### config.mk
export PLATFORM = sky130hd
export DESIGN_NAME = ft64_ret_stack
export DESIGN_NICKNAME = d
export VERILOG_FILES = /design/src/rtl/ft64_ret_stack.sv
export SDC_FILE = /design/constraint.sdc
export NUM_CORES = 1
export LEC_CHECK = 0
export CORE_MARGIN = 2
export CORE_UTILIZATION = 65
export DETAILED_ROUTE_END_ITERATION = 12
export GPL_TIMING_DRIVEN = 0
export HOLD_SLACK_MARGIN = 0.06
export PLACE_DENSITY_LB_ADDON = 0.08
export SLEW_MARGIN = 20
export SYNTH_ARGS = -nofsm -noshare
export SYNTH_HDL_FRONTEND = slang
export SYNTH_SLANG_ARGS = --single-unit
### constraint.sdc
create_clock -name clk -period 7.14 [get_ports clk]
set_clock_uncertainty 0.15 [all_clocks]
set_input_delay 1.071 -clock clk [delete_from_list [all_inputs] [get_ports clk]]
set_output_delay 1.071 -clock clk [all_outputs]
set_load 0.05 [all_outputs]
### src/rtl/ft64_ret_stack.sv
// ft64_ret_stack: circular return-address stack with overflow/underflow
// pulses and checkpoint restore for branch-miss recovery.
module ft64_ret_stack #(
  parameter int AMSB  = 31,
  parameter int DEPTH = 16,
  parameter int PTRW  = 4
) (
  input  logic            clk,
  input  logic            rst_n,
  input  logic            push,
  input  logic [AMSB:0]   push_pc,
  input  logic            pop,
  input  logic            restore,
  input  logic [PTRW-1:0] restore_sp,
  input  logic [PTRW:0]   restore_cnt,
  output logic [PTRW-1:0] sp_o,
  output logic [PTRW:0]   cnt_o,
  output logic [AMSB:0]   ret_addr,
  output logic            ret_valid,
  output logic            empty,
  output logic            full,
  output logic            ovf,
  output logic            udf
);

  localparam logic [PTRW:0] DEPTH_C = (PTRW+1)'(DEPTH);

  logic [AMSB:0]   mem [DEPTH];
  logic [PTRW-1:0] sp, sp_n, sp_inc, waddr;
  logic [PTRW:0]   cnt, cnt_n;
  logic            ovf_n, udf_n, we;

  assign sp_inc    = sp + PTRW'(1);
  assign sp_o      = sp;
  assign cnt_o     = cnt;
  assign empty     = (cnt == '0);
  assign full      = (cnt == DEPTH_C);
  assign ret_valid = !empty;
  assign ret_addr  = empty ? '0 : mem[sp];

  // Next-state decode: restore beats push+pop beats push beats pop.
  always_comb begin
    sp_n  = sp;
    cnt_n = cnt;
    ovf_n = 1'b0;
    udf_n = 1'b0;
    we    = 1'b0;
    waddr = sp_inc;
    if (restore) begin
      sp_n  = restore_sp;
      cnt_n = (restore_cnt > DEPTH_C) ? DEPTH_C : restore_cnt;
    end else if (push && pop) begin
      we = 1'b1;
      if (!empty) begin
        // Top replaced in place: a RET followed by a CALL at the same level.
        waddr = sp;
      end else begin
        sp_n  = sp_inc;
        cnt_n = (PTRW+1)'(1);
        udf_n = 1'b1;
      end
    end else if (push) begin
      // When full, sp+1 lands on the oldest entry, so it is silently lost.
      we   = 1'b1;
      sp_n = sp_inc;
      if (full) ovf_n = 1'b1;
      else      cnt_n = cnt + (PTRW+1)'(1);
    end else if (pop) begin
      if (!empty) begin
        sp_n  = sp - PTRW'(1);
        cnt_n = cnt - (PTRW+1)'(1);
      end else begin
        udf_n = 1'b1;
      end
    end
  end

  // Pointer, count and event pulses; reset leaves sp one below entry 0.
  always_ff @(posedge clk or negedge rst_n) begin
    if (!rst_n) begin
      sp  <= PTRW'(DEPTH - 1);
      cnt <= '0;
      ovf <= 1'b0;
      udf <= 1'b0;
    end else begin
      sp  <= sp_n;
      cnt <= cnt_n;
      ovf <= ovf_n;
      udf <= udf_n;
    end
  end

  // Storage array, deliberately not reset.
  always_ff @(posedge clk) begin
    if (rst_n && we) mem[waddr] <= push_pc;
  end

endmodule

After elaboration in Yosys (flattened, before gate mapping)
Memories as Yosys holds them, arrays and structs flattened.
Index checks and enable logic that the tools add are counted.
Widths: inputs -> output; s select.
Operators by class
  multipliers: 0
  reductions and logical operators: 7
  multiplexer cells: 31
  magnitude comparators: 1
  add/sub/neg operators: 4
  bitwise gates (word level): 0
  shift operators: 0
  divide/modulo/power cells: 0
  eq/ne operators: 4
Operators with widths (count)
  $mux 5: 8
  $mux 32: 1
  $mux 4: 8
  $mux 1: 14
  $ne 4x3->1 const B: 2
  $add 5x1->5 const B: 1
  $eq 5x5->1 const B: 1
  $gt 5x5->1 const B: 1
  $logic_not 5->1: 1
  $sub 5x1->5 const B: 1
  $add 4x1->4 const B: 1
  $reduce_and 4->1: 1
  $reduce_bool 4->1: 1
  $sub 4x1->4 const B: 1
  $ne 3x3->1 const B: 1
  $logic_and 1x1->1: 2
  $reduce_and 2->1: 1
  $logic_not 1->1: 1
Word-level totals
  RAM bits: 512
  input port bits: 46
  output and inout port bits: 46
  memories kept: 1
  memory bits (read-only): 0
  latch bits: 0
  logic and storage cells: 52
  register bits after elaboration: 11
Memory list
  mem: depth 16, bits a word 32, read ports 1, clocked after Yosys merged registers in 0, write ports 1, RTL line 28  | logic [AMSB:0] mem [DEPTH];

Depth between registers and ports, before layout
  depth after elaboration: 6
  gate-level depth with buffers: 10
  gate-level depth less buffers: 7

Least setup slack after synthesis
Ideal clock, no wire load.
  path kind: input to register
  from: input restore
  to: memory mem[5][0] (netlist bit) (enable)
  arrival: 3.580 ns
  setup time: 0.421 ns
  buffers on the path: 2
  data required time: 6.569 ns
  cell stages on the path: 7
  path slack: 2.989 ns
  cells stage by stage: clkbuf_1 > and3b_1 > o21ai_0 > buf_2 > nand4_1 > and3_1 > nor2_1
Between the ends
  cells in the longest elaborated chain, start to end: 4
  elaborated cells on any way between the ends: 5
  those cells by class: mux (4); reduce/logical (1)
Ends and longest elaborated chain
  from (decl): RTL line 13  | input logic restore,
  $mux 1: RTL line 49  | if (restore) begin
  $logic_and 1x1->1: RTL line 95  | if (rst_n && we) mem[waddr] <= push_pc;
  $mux 1: RTL line 95
  $mux 1 (implied by the code): RTL line 95
  to (decl): RTL line 28
Several ways; a longest one is shown, not always the timed one.

Worst setup path in the final report
  from: register sp[1], in the netlist sp_o[1]
  to: output ret_addr[31]
Between the ends
  cells in the longest elaborated chain, start to end: 2
Ends and longest elaborated chain
  from (decl): RTL line 29  | logic [PTRW-1:0] sp, sp_n, sp_inc, waddr;
  from (signal assigned): RTL line 81  | sp <= PTRW'(DEPTH - 1);
  from (signal assigned): RTL line 86  | sp <= sp_n;
  $mem_v2 16x32
  $mux 32: RTL line 39  | assign ret_addr = empty ? '0 : mem[sp];
  to (decl): RTL line 18  | output logic [AMSB:0] ret_addr,
No other way between the ends.

==> flow_summary.yaml <==
routing:
  drt_pass1_iterations: 6
  wirelength_um: 48900
  dr_total_vias: 10500
  drtAntennaViolNets: 0
  routed_via_density: 6.91
  route.detailed.drc: 0
  drt-initial-drc-count: 1400
  wire_per_inst_um: 32.2
clocking:
  clockRootBuffer: "clkbuf_16"
  cts_tree: "built"
  post_cts_buffers: 0
  path_clk_slew_ns: 0.06
  cts.repair.resized: 0
  cts_hold_buf: 0
  clk_latency_ns: 0.57
  cts_buffer_depth: 3
  htree_levels: 2
  cts_buffers: 51
  clock-sinks: 523
critical_path:
  r2r-end: "mem[10][15]"
  rrSetupSlack_ns: 2.65
  arrival_ns: 4.87
  crit_path_cell_trace: "buf_2, clkbuf_1, buf_1, mux4_2, mux4_2, and2_1, clkdlybuf4s50_1"
  start_kind: "flip-flop"
  timing.critical_path.mode_cell: "mux4_2"
  critPathSlowestCell: "buf_1"
  required_ns: 5.92
  r2r-start: "sp_o[1]"
  critical-path-max-stage-delay_ns: 0.88
  crit_buf_inv: 4
  critPathTopFamily: "buffers and inverters"
  worstRegToRegCells: 9
  endpoint_kind: "output port"
  crit_fanout: 10
  critPathKind: "flip-flop to output port"
place:
  port_buffers: 90
  place.gp.congestion: 0.839
  hpwlAfterDp_um: 27700
yosys:
  seq_area_frac_synth_pct: 76.2
  ys_types: 49
  syn-cell-area_um2: 20600
  synth_warnings: 0
  ys.flop_type: "edfxtp_1"
  async_flop_share_pct: 2.10
  syn_avg_cell_area_um2: 22.7
  synth_seq_cells: 523
  synth_fp_nets: 956
  syn_inst: 904
  synth-edff-count: 512
timing:
  slew_headroom_pct: 26.9
  period_share_pct: 85.4
  drv_slew: 0
  rsz0062_at_grt: "no"
  tightest_slew_ns: 1.10
  period_needed_ns: 6.09
  hold_ws_ns: 0.440
  setup-violations-final: 0
  setup_tns_ns: 0
  hold_viol_final: 0
  timing.fmax_ghz: 0.164
grt:
  grt_pass1_vias: 10800
  grt_max_degree: 18
  grt_usage_pct: 30.6
  grt_overflow_total: 0
  antenna_found_initial: 1
  grt_pass1_wl_um: 71200
die:
  dieHeight_um: 182
  initial_core_util_pct: 65.6
  coreArea_um2: 31300
  die_w_um: 182
  die-area_um2: 33100
  rows: 65
  io_pins: 92
layout:
  drive_gt1_share_pct: 27.4
  finalNetCount: 1127
  fin_util_pct: 77.9
  area_growth_pct: 18.7
power:
  p_leak_nw: 7.66
  vdd_drop_max_mv: 0.274
  p_per_area_nw_per_um2: 326
  totalPowerFinal_mw: 7.96
outcome:
  status: "finished clean"
job:
  maxCapViolations: 0
min_path:
  worstHoldPathCells: 2
  hp-class: "flip-flop to flip-flop"
  min_from: "cnt_o[3]"
  hold_end: "cnt_o[3]"
## cells by family after synthesis
logic type      Yosys count  share of synthesized area [%]
mux                     163                           17.7
simple gates            104                           2.81
flops                   523                           76.2
fa+ha+maj                 6                          0.402
xor+xnor                  7                          0.298
buf+inv                  58                           1.16
compound gates           43                           1.47
## worst reg2reg max path, delay by kind of cell, from the launching register on
family	cells	cell delay [ns]
AND/OR/NAND/NOR	2	1.01
adder cells (fa/ha/maj)	1	0.40
buffers and inverters	5	1.74
flip-flops	1	0.56
AO/OA/AOI/OAI	1	0.30
## final cells by class
cell class / count / area, um2
sequential: 523 / 15700
antenna: 1 / 2.50
timing repair buffer: 118 / 1590
fill: 1590 / 6920
buffer: 49 / 208
inverter: 9 / 33.8
clock buffer: 66 / 1350
multi-input combinational: 323 / 4780
tap: 402 / 503
clock inverter: 27 / 264
## registers in the layout, indices dropped and copies added, names as in the netlist
name	flops
mem	512
sp_o	4
cnt_o	5
udf	1
ovf	1
## Yosys cell counts (2+ instances only)
cell type / number / share of area [%]
and2_1: 32 / 0.97
dfrtp_1: 7 / 0.85
buf_1: 9 / 0.16
nor4_1: 2 / 0.061
nand2_1: 11 / 0.20
nor4b_1: 2 / 0.085
a21oi_1: 10 / 0.24
dfstp_2: 4 / 0.51
o21ai_0: 12 / 0.29
a221oi_2: 2 / 0.15
nand2b_1: 3 / 0.091
nand3b_1: 2 / 0.073
mux2i_1: 3 / 0.15
xnor2_1: 6 / 0.26
nor3_1: 7 / 0.17
nand4_1: 3 / 0.091
a221oi_1: 2 / 0.085
clkbuf_1: 23 / 0.42
mux4_2: 160 / 18
a22oi_1: 2 / 0.073
nor3b_1: 2 / 0.073
a21o_2: 2 / 0.085
buf_2: 17 / 0.41
and3_1: 6 / 0.18
inv_1: 7 / 0.13
nand3_1: 3 / 0.073
ha_1: 5 / 0.30
o221ai_1: 2 / 0.085
or4_4: 2 / 0.11
inv_2: 2 / 0.037
nor2_1: 24 / 0.44
o22ai_1: 2 / 0.061
edfxtp_1: 512 / 75
## layer usage
metal	global-route usage [%]	vias up	share of wire, %
li1	-	4181	-
met1	42.6	5430	36
met2	49.3	756	50
met3	6.84	117	12
met4	10.1	0	2.8
met5	0	-	0
## report_power, final
group	switching [mW]	internal [mW]
clock network	1.10	1.52
registers	0.0332	3.44
logic	1.11	0.761
## metrics by stage
step | instance area (um2) | setup WS (ns) | instances
finish | 24400 | 1.05 | 1518
detailed placement | 22800 | 1.80 | 1422
global placement | 22000 | 0.448 | 1396
global route | 24400 | 0.973 | 1518
floorplan | 20600 | 2.99 | 904
CTS | 24400 | 1.13 | 1515
## worst max-delay path by stage
stage / to / startpoint / slack (ns) / depth (start not counted)
floorplan: mem[5][0] / restore / 2.99 / 7
finish: ret_addr[31] / sp_o[1] / 1.05 / 7
global route: ret_addr[31] / sp_o[1] / 0.97 / 7
detailed placement: ret_addr[0] / sp_o[1] / 1.80 / 7
global placement: mem[6][12] / push / 0.45 / 8
CTS: ret_addr[31] / sp_o[1] / 1.13 / 7
## cells in the final DEF, fill, tap and decap left out, types with 3 or more instances in the layout
| master | n |
|---|---|
| dfrtp_1 | 7 |
| edfxtp_1 | 512 |
| xnor2_1 | 6 |
| buf_1 | 7 |
| ha_1 | 5 |
| o21ai_1 | 4 |
| clkbuf_1 | 37 |
| a21oi_1 | 10 |
| and3_1 | 6 |
| nor3_1 | 7 |
| nand4_1 | 3 |
| nor2_4 | 17 |
| mux4_2 | 160 |
| bufinv_16 | 5 |
| mux2i_1 | 3 |
| clkinv_2 | 7 |
| buf_2 | 17 |
| buf_16 | 20 |
| inv_1 | 7 |
| clkdlybuf4s50_1 | 90 |
| dfstp_2 | 4 |
| nor2_1 | 8 |
| buf_12 | 6 |
| clkbuf_16 | 52 |
| nand2b_1 | 3 |
| nand3_1 | 3 |
| nand2_1 | 11 |
| clkinv_1 | 12 |
| and2_1 | 32 |
| o21ai_0 | 8 |
No activity file was read; power rests on OpenSTA's default activity.
